<file path="src/rtl/oam_dma_arbiter_if.sv">
// Bus bundle between the cpu core, the sprite DMA arbiter and the system bus decoder.
// The arbiter takes the slave view; whoever drives the core and memory side takes master.
interface oam_dma_arbiter_if;
  logic        tick;
  logic        cpu_en;
  logic [15:0] cpu_addr;
  logic [7:0]  cpu_wdata;
  logic        cpu_read;
  logic        cpu_write;
  logic [15:0] bus_addr;
  logic [7:0]  bus_wdata;
  logic        bus_read;
  logic        bus_write;
  logic [7:0]  bus_rdata;
  logic        dma_busy;

  modport master (
    output tick, cpu_addr, cpu_wdata, cpu_read, cpu_write, bus_rdata,
    input  cpu_en, bus_addr, bus_wdata, bus_read, bus_write, dma_busy
  );

  modport slave (
    input  tick, cpu_addr, cpu_wdata, cpu_read, cpu_write, bus_rdata,
    output cpu_en, bus_addr, bus_wdata, bus_read, bus_write, dma_busy
  );
endinterface

</file>
<file path="src/rtl/oam_dma_arbiter.sv">
// Shares the cpu bus between the core and the 256-byte sprite (OAM) DMA copy.
// The core is frozen through cpu_en while the copy owns the bus.
//
// state | meaning
// ------+----------------------------------------------------------------
// IDLE  | core owns the bus, bus_* mirror cpu_*
// HALT  | dummy cycle after the trigger write, strobes off
// ALIGN | extra idle cycle so that every READ lands on a GET (parity 0) cycle
// READ  | fetch source byte {page,idx} into dma_data
// WRITE | store dma_data to OAM_DATA_ADDR, advance idx, finish after idx FF
module oam_dma_arbiter #(
  parameter logic [15:0] TRIGGER_ADDR  = 16'h4014,
  parameter logic [15:0] OAM_DATA_ADDR = 16'h2004
) (
  input  logic             clk,
  input  logic             reset,
  oam_dma_arbiter_if.slave io
);

  typedef enum logic [2:0] {
    S_IDLE,
    S_HALT,
    S_ALIGN,
    S_READ,
    S_WRITE
  } state_t;

  state_t     state, state_nxt;
  logic       parity;
  logic [7:0] page, page_nxt;
  logic [7:0] idx, idx_nxt;
  logic [7:0] dma_data, dma_data_nxt;

  // Everything, parity included, advances only on cpu-cycle strobes.
  always_ff @(posedge clk or posedge reset) begin
    if (reset) begin
      state    <= S_IDLE;
      parity   <= 1'b0;
      page     <= 8'h00;
      idx      <= 8'h00;
      dma_data <= 8'h00;
    end else if (io.tick) begin
      state    <= state_nxt;
      parity   <= ~parity;
      page     <= page_nxt;
      idx      <= idx_nxt;
      dma_data <= dma_data_nxt;
    end
  end

  always_comb begin
    state_nxt    = state;
    page_nxt     = page;
    idx_nxt      = idx;
    dma_data_nxt = dma_data;
    io.bus_addr  = io.cpu_addr;
    io.bus_wdata = io.cpu_wdata;
    io.bus_read  = io.cpu_read;
    io.bus_write = io.cpu_write;

    case (state)
      S_IDLE: begin
        // The trigger write itself still goes out to the bus this cycle.
        if (io.cpu_write && (io.cpu_addr == TRIGGER_ADDR)) begin
          state_nxt = S_HALT;
          page_nxt  = io.cpu_wdata;
          idx_nxt   = 8'h00;
        end
      end
      S_HALT: begin
        io.bus_wdata = dma_data;
        io.bus_read  = 1'b0;
        io.bus_write = 1'b0;
        state_nxt    = parity ? S_READ : S_ALIGN;
      end
      S_ALIGN: begin
        io.bus_addr  = {page, idx};
        io.bus_wdata = dma_data;
        io.bus_read  = 1'b0;
        io.bus_write = 1'b0;
        state_nxt    = S_READ;
      end
      S_READ: begin
        io.bus_addr  = {page, idx};
        io.bus_wdata = dma_data;
        io.bus_read  = 1'b1;
        io.bus_write = 1'b0;
        dma_data_nxt = io.bus_rdata;
        state_nxt    = S_WRITE;
      end
      S_WRITE: begin
        io.bus_addr  = OAM_DATA_ADDR;
        io.bus_wdata = dma_data;
        io.bus_read  = 1'b0;
        io.bus_write = 1'b1;
        // idx wraps inside the page, so the source never carries into the page byte.
        idx_nxt      = idx + 8'd1;
        state_nxt    = (idx == 8'hFF) ? S_IDLE : S_READ;
      end
      default: begin
        state_nxt = S_IDLE;
      end
    endcase
  end

  assign io.dma_busy = (state != S_IDLE);
  assign io.cpu_en   = io.tick & (state == S_IDLE);

endmodule

</file>
<file path="src/flat_wrapper.sv">
// flat-port wrapper written by rule: the top's interface ports become plain ports
module oam_dma_arbiter_flat 
#(
  parameter logic [15:0] TRIGGER_ADDR  = 16'h4014,
  parameter logic [15:0] OAM_DATA_ADDR = 16'h2004
)
  (clk, reset, io_tick, io_cpu_addr, io_cpu_wdata, io_cpu_read, io_cpu_write, io_bus_rdata, io_cpu_en, io_bus_addr, io_bus_wdata, io_bus_read, io_bus_write, io_dma_busy);
  oam_dma_arbiter_if io_i ();
  input  logic clk;
  input  logic reset;
  input wire logic [$bits(io_i.tick)-1:0] io_tick;
  input wire logic [$bits(io_i.cpu_addr)-1:0] io_cpu_addr;
  input wire logic [$bits(io_i.cpu_wdata)-1:0] io_cpu_wdata;
  input wire logic [$bits(io_i.cpu_read)-1:0] io_cpu_read;
  input wire logic [$bits(io_i.cpu_write)-1:0] io_cpu_write;
  input wire logic [$bits(io_i.bus_rdata)-1:0] io_bus_rdata;
  output wire logic [$bits(io_i.cpu_en)-1:0] io_cpu_en;
  output wire logic [$bits(io_i.bus_addr)-1:0] io_bus_addr;
  output wire logic [$bits(io_i.bus_wdata)-1:0] io_bus_wdata;
  output wire logic [$bits(io_i.bus_read)-1:0] io_bus_read;
  output wire logic [$bits(io_i.bus_write)-1:0] io_bus_write;
  output wire logic [$bits(io_i.dma_busy)-1:0] io_dma_busy;
  assign io_i.tick = io_tick;
  assign io_i.cpu_addr = io_cpu_addr;
  assign io_i.cpu_wdata = io_cpu_wdata;
  assign io_i.cpu_read = io_cpu_read;
  assign io_i.cpu_write = io_cpu_write;
  assign io_i.bus_rdata = io_bus_rdata;
  assign io_cpu_en = io_i.cpu_en;
  assign io_bus_addr = io_i.bus_addr;
  assign io_bus_wdata = io_i.bus_wdata;
  assign io_bus_read = io_i.bus_read;
  assign io_bus_write = io_i.bus_write;
  assign io_dma_busy = io_i.dma_busy;
  oam_dma_arbiter #(.TRIGGER_ADDR(TRIGGER_ADDR), .OAM_DATA_ADDR(OAM_DATA_ADDR)) u_core (.clk(clk), .reset(reset), .io(io_i));
endmodule
</file>
<file path="config.mk">
export PLATFORM = sky130hd
export DESIGN_NAME = oam_dma_arbiter_flat
export DESIGN_NICKNAME = d
export VERILOG_FILES = /design/src/rtl/oam_dma_arbiter_if.sv /design/src/rtl/oam_dma_arbiter.sv /design/src/flat_wrapper.sv
export SDC_FILE = /design/constraint.sdc
export NUM_CORES = 1
export LEC_CHECK = 0
export BUFFER_PORTS_ARGS = -buffer_cell sky130_fd_sc_hd__buf_2
export CELL_PAD_IN_SITES_DETAIL_PLACEMENT = 0
export CELL_PAD_IN_SITES_GLOBAL_PLACEMENT = 1
export CORE_AREA = 2 2 71 73
export DETAILED_ROUTE_END_ITERATION = 8
export DIE_AREA = 0 0 73 75
export PLACE_DENSITY = 0.85
export SETUP_SLACK_MARGIN = 0.4
export SYNTH_ARGS = -nofsm -noshare
export SYNTH_HDL_FRONTEND = slang
export SYNTH_SLANG_ARGS = --single-unit
</file>
<file path="constraint.sdc">
create_clock -name clk -period 5.31 [get_ports clk]
set_clock_uncertainty 0.1 [all_clocks]
set_input_delay 1.3275 -clock clk [delete_from_list [all_inputs] [get_ports clk]]
set_output_delay 1.3275 -clock clk [all_outputs]
set_load 0.005 [all_outputs]
</file>
* Word-level counts from Yosys, hierarchy flattened
Cells that the tools add are included.
** Word-level totals
- Register bits after elaboration :: 28
- Logic and storage cells :: 37
** Operators by class
- $add $sub $neg :: 1
- Equality and inequality tests :: 7
- Muxes and demuxes :: 10
- Bitwise operators :: 2
- Reduce and logical (&&, ||, !) cells :: 12
** Operators with widths (number)
- $pmux 16 s2 :: 1
- $eq 16x15->1 const B :: 1
- $mux 8 :: 2
- $pmux 8 s2 :: 1
- $pmux 3 s5 :: 1
- $add 8x1->8 const B :: 1
- $eq 8x8->1 const B :: 1
- $eq 3x2->1 const B :: 2
- $reduce_and 3->1 :: 2
- $reduce_or 3->1 :: 2
- $pmux 1 s2 :: 2
- $reduce_and 2->1 :: 2
- $reduce_or 4->1 :: 1
- $eq 3x1->1 const B :: 1
- $eq 3x3->1 const B :: 1
- $logic_not 3->1 :: 1
- $mux 3 :: 1
- $reduce_bool 3->1 :: 1
- $mux 2 :: 1
- $ne 2x1->1 const B :: 1
- $reduce_bool 2->1 :: 1
- $reduce_or 2->1 :: 1
- $and 1x1->1 :: 1
- $logic_and 1x1->1 :: 1
- 2 further kinds :: 2

* Logic depth before layout (Yosys ltp)
- Depth in word-level cells :: 4
- Gate-level depth with buffers :: 7
- Depth with buffers taken out :: 6

* Worst setup path before layout
No wires, ideal clock.
- Path type :: input to output
- From :: in io_cpu_write
- To :: out io_bus_write
- Data arrival time :: 1.663 ns
- Required time :: 3.883 ns
- Slack :: 2.220 ns
- Cell stages on the path :: 1
- Buffers on the path :: 0
- Cell sequence :: maj3_1
** Between the ends
- Word-level cells in the longest chain between the ends :: 1
** Ends and longest elaborated chain
- from (decl) :: RTL line flat_wrapper.sv:15 : input wire logic [$bits(io_i.cpu_write)-1:0] io_cpu_write;
- $pmux 1 s2 :: RTL line oam_dma_arbiter.sv:61 : case (state)
- to (decl) :: RTL line flat_wrapper.sv:21 : output wire logic [$bits(io_i.bus_write)-1:0] io_bus_write;
No other way between the ends.

* Worst setup path after layout
- From :: reg u_core.state[1]
- To :: out io_bus_wdata[0]
** Between the ends
- Word-level cells in the longest chain between the ends :: 3
- Elaborated cells on any way between the ends :: 6
- Those cells by class :: eq/ne (4); mux (1); reduce/logical (1)
** Ends and longest elaborated chain
- from (decl) :: RTL line oam_dma_arbiter.sv:28 : state_t state, state_nxt;
- from (signal assigned) :: RTL line oam_dma_arbiter.sv:43 : state <= state_nxt;
- $eq 3x1->1 (tied with other cells) :: RTL line oam_dma_arbiter.sv:61
- $reduce_or 4->1 (no source line) (*)
- $mux 8 (*) :: RTL line oam_dma_arbiter.sv:61
- to (decl) :: RTL line flat_wrapper.sv:19 : output wire logic [$bits(io_i.bus_wdata)-1:0] io_bus_wdata;
Every way passes the cells marked *; elsewhere a longest branch is shown, timed or not.

==> flow_summary.yaml <==
critical_path:
  reg2reg_to: "u_core.page[7]"
  start_kind: "flop"
  crit_path_end_kind: "output port"
  cpMaxStageDelayCell: "dfrtp_1"
  ff2ff_setup_slack_ns: 3.07
  crit_required_ns: 3.88
  critPathLaunch: "u_core.state[1]"
  crit_path_max_fanout: 20
  reg2reg_depth: 4
  cpPeakStageDelay_ns: 0.80
  crit_chain: "nor2_1 > xnor2_2 > mux2_2 > buf_2"
  path_delay_family: "flip-flops"
  arrival_ns: 2.49
  crit-reg2reg-launch: "u_core.state[1]"
  crit_type: "flop to output port"
  cp.buffers_inverters: 1
power:
  p_total_mw: 1.14
  p_leak_nw: 1.06
  ir_drop_mv: 0.297
  p_per_area_nw_per_um2: 531
clock_network:
  clkSinkCount: 28
  cts_hold_repair.buffers: 0
  postCtsSetupBuffers: 0
  path_clk_slew_ns: 0.09
  cts_tree: "built"
  clock_latency_ns: 0.27
  htree_levels: 1
  cts_root_buf: "clkbuf_8"
  cts_resized: 0
  numCtsBuffers: 3
  cts_max_path_buffers: 2
route:
  detail_route.wl_per_cell_um: 15.1
  drt_pass1_iterations: 4
  totalWireLength_um: 4440
  vias: 1622
  drtIter0Drc: 60
  ant_nets: 0
  drcViolationCount: 0
  avgViaCountPerCell: 5.50
finish:
  areaGrowthSynthToFinish_pct: 22.7
  nets: 280
  final_util_pct: 46.1
  postLayoutCellArea_um2: 2150
  final_cells: 295
  diodes: 0
  layout-drive-gt1-share_pct: 42.3
place:
  io_buffers: 64
  dpl.cell_count: 291
  place_congestion: 0.790
  placed_area_um2: 2090
  pre_cts_slack_ns: 1.73
  hpwl_um: 3380
synth:
  syn_area_um2: 1750
  synth_nets: 221
  yosysTopAreaCell: "dfrtp_1"
  synthTopCellsByArea: "dfrtp_1, mux2_2, a21oi_1"
  syn_avg_cell_area_um2: 9.57
  ys_types: 36
  yosysWarnings: 0
  synth_top_area_share_pct: 40.0
  seq_area_frac_synth_pct: 40.0
  ys_ff_latch: 28
  synth_cells: 183
floorplanning:
  initial_utilization_pct: 37.6
  coreArea_um2: 4660
  die_w_um: 73
  top_level_ports: 65
  die_y_um: 75
  std_cell_rows: 25
  die_area_um2: 5480
global_routing:
  grt_pass1_vias: 1610
  antenna_found_initial: 0
  overflow: 0
  grt_max_degree: 29
  grt_first_pass_wirelength_um: 7350
  grtUsageTotal_pct: 17.1
timing:
  tightestPinTransition_ns: 1.11
  worst_slack_ns: 1.39
  final.period_utilization_pct: 73.8
  setup_viol: 0
  period_minus_slack_ns: 3.92
  slew_viol_final: 0
  totalNegativeSetupSlack_ns: 0
  rsz0062_at_grt: "no"
  whs_ns: 0.378
  finalHoldViolCount: 0
  timing.fmax_mhz: 255
  slew_headroom_pct: 25.7
run_status:
  status: "finished, final reports clean"
hold_path:
  hp-class: "flop to flop"
  min-delay-start: "u_core.parity"
  holdPathStages: 1
  holdPathEnd: "u_core.parity"
run:
  drv_cap: 0
metal layers:
metal / track usage, % / wire [µm] / vias up / share of wire (%)
met5: 0 / 0 / - / 0
met4: 3.91 / 22 / 0 / 0.50
met3: 5.76 / 338 / 2 / 7.6
met2: 28.9 / 2200 / 50 / 49
met1: 21.2 / 1890 / 774 / 42
li1: - / - / 796 / -
cell usage in the layout (no fill, tap or decap):
cell type  instances
a211o_1            2
a21o_1             1
a21oi_1           19
a22o_1             3
a22oi_1            2
a31oi_1            1
and2_4             1
and3_1             4
buf_2             64
buf_4              1
clkbuf_8           4
dfrtp_1           28
ha_1               1
inv_1              6
maj3_1             1
mux2_2            25
nand2_1            9
nand3_1            3
nand3_2            2
nand4b_1           1
nor2_1            23
nor3_4             1
nor3b_1            3
nor3b_4            1
nor4_1             2
nor4b_1            3
o2111ai_1          4
o211ai_1           1
o21ai_0            5
o21ai_2            1
o22ai_1           15
o2bb2ai_1          1
or2_2              1
xnor2_2            1
xor2_1             1
power by group:
group / total, mW / leakage, nW / internal [mW] / switching (mW)
logic: 0.649 / 0.667 / 0.328 / 0.321
registers: 0.358 / 0.364 / 0.270 / 0.0879
clock network: 0.133 / 0.0288 / 0.0664 / 0.0667
synth_stat cells:
| library cell | number |
|---|---|
| dfrtp_1 | 28 |
| nor3b_4 | 1 |
| buf_1 | 1 |
| nor4_1 | 2 |
| nor2_1 | 23 |
| nor3b_1 | 3 |
| a31oi_1 | 1 |
| a22oi_1 | 2 |
| a22o_1 | 3 |
| nand4b_1 | 1 |
| and2_4 | 1 |
| o2111ai_1 | 4 |
| o21ai_0 | 5 |
| o211ai_1 | 1 |
| nand2_1 | 9 |
| clkbuf_1 | 6 |
| mux2_2 | 25 |
| a21o_1 | 1 |
| buf_2 | 3 |
| o22ai_1 | 15 |
| ha_1 | 1 |
| o2bb2ai_1 | 1 |
| nand3_1 | 3 |
| buf_6 | 1 |
| nor3_4 | 1 |
| inv_1 | 6 |
| nor4b_1 | 3 |
| maj3_1 | 1 |
| xnor2_2 | 1 |
| a21oi_1 | 19 |
| xor2_1 | 1 |
| nand3_2 | 2 |
| and3_1 | 4 |
| o21ai_2 | 1 |
| or2_2 | 1 |
| a211o_1 | 2 |
registers in the layout (all words and copies together) (netlist names):
| register | count |
|---|---|
| u_core.dma_data | 8 |
| u_core.idx | 8 |
| u_core.page | 8 |
| u_core.parity | 1 |
| u_core.state | 3 |
worst max-delay path by stage:
stage                                  to  cells after the start
after detailed placement  io_bus_wdata[5]                      4
after global routing      io_bus_wdata[5]                      4
after floorplan              io_bus_write                      1
after global placement    io_bus_wdata[5]                      4
final                     io_bus_wdata[0]                      4
after CTS                 io_bus_wdata[5]                      4
final cells by class:
| class | count | area [µm²] |
|---|---|---|
| clock buffers | 4 | 55.1 |
| fillers | 441 | 2510 |
| inverters | 6 | 22.5 |
| multi-input cells | 138 | 976 |
| flip-flops and latches | 28 | 701 |
| well taps | 54 | 67.6 |
| repair buffers | 65 | 328 |
cell families after synthesis:
group,count (synthesis),synth area share (%)
AO/OA/AOI/OAI,55,19.8
AND/OR/NAND/NOR,54,17.1
flip-flops,28,40.0
multiplexers,25,16.1
buffers and inverters,17,4.29
XOR/XNOR,2,1.43
adder cells (fa/ha/maj),2,1.29
Power figures use the tool's default switching activity.
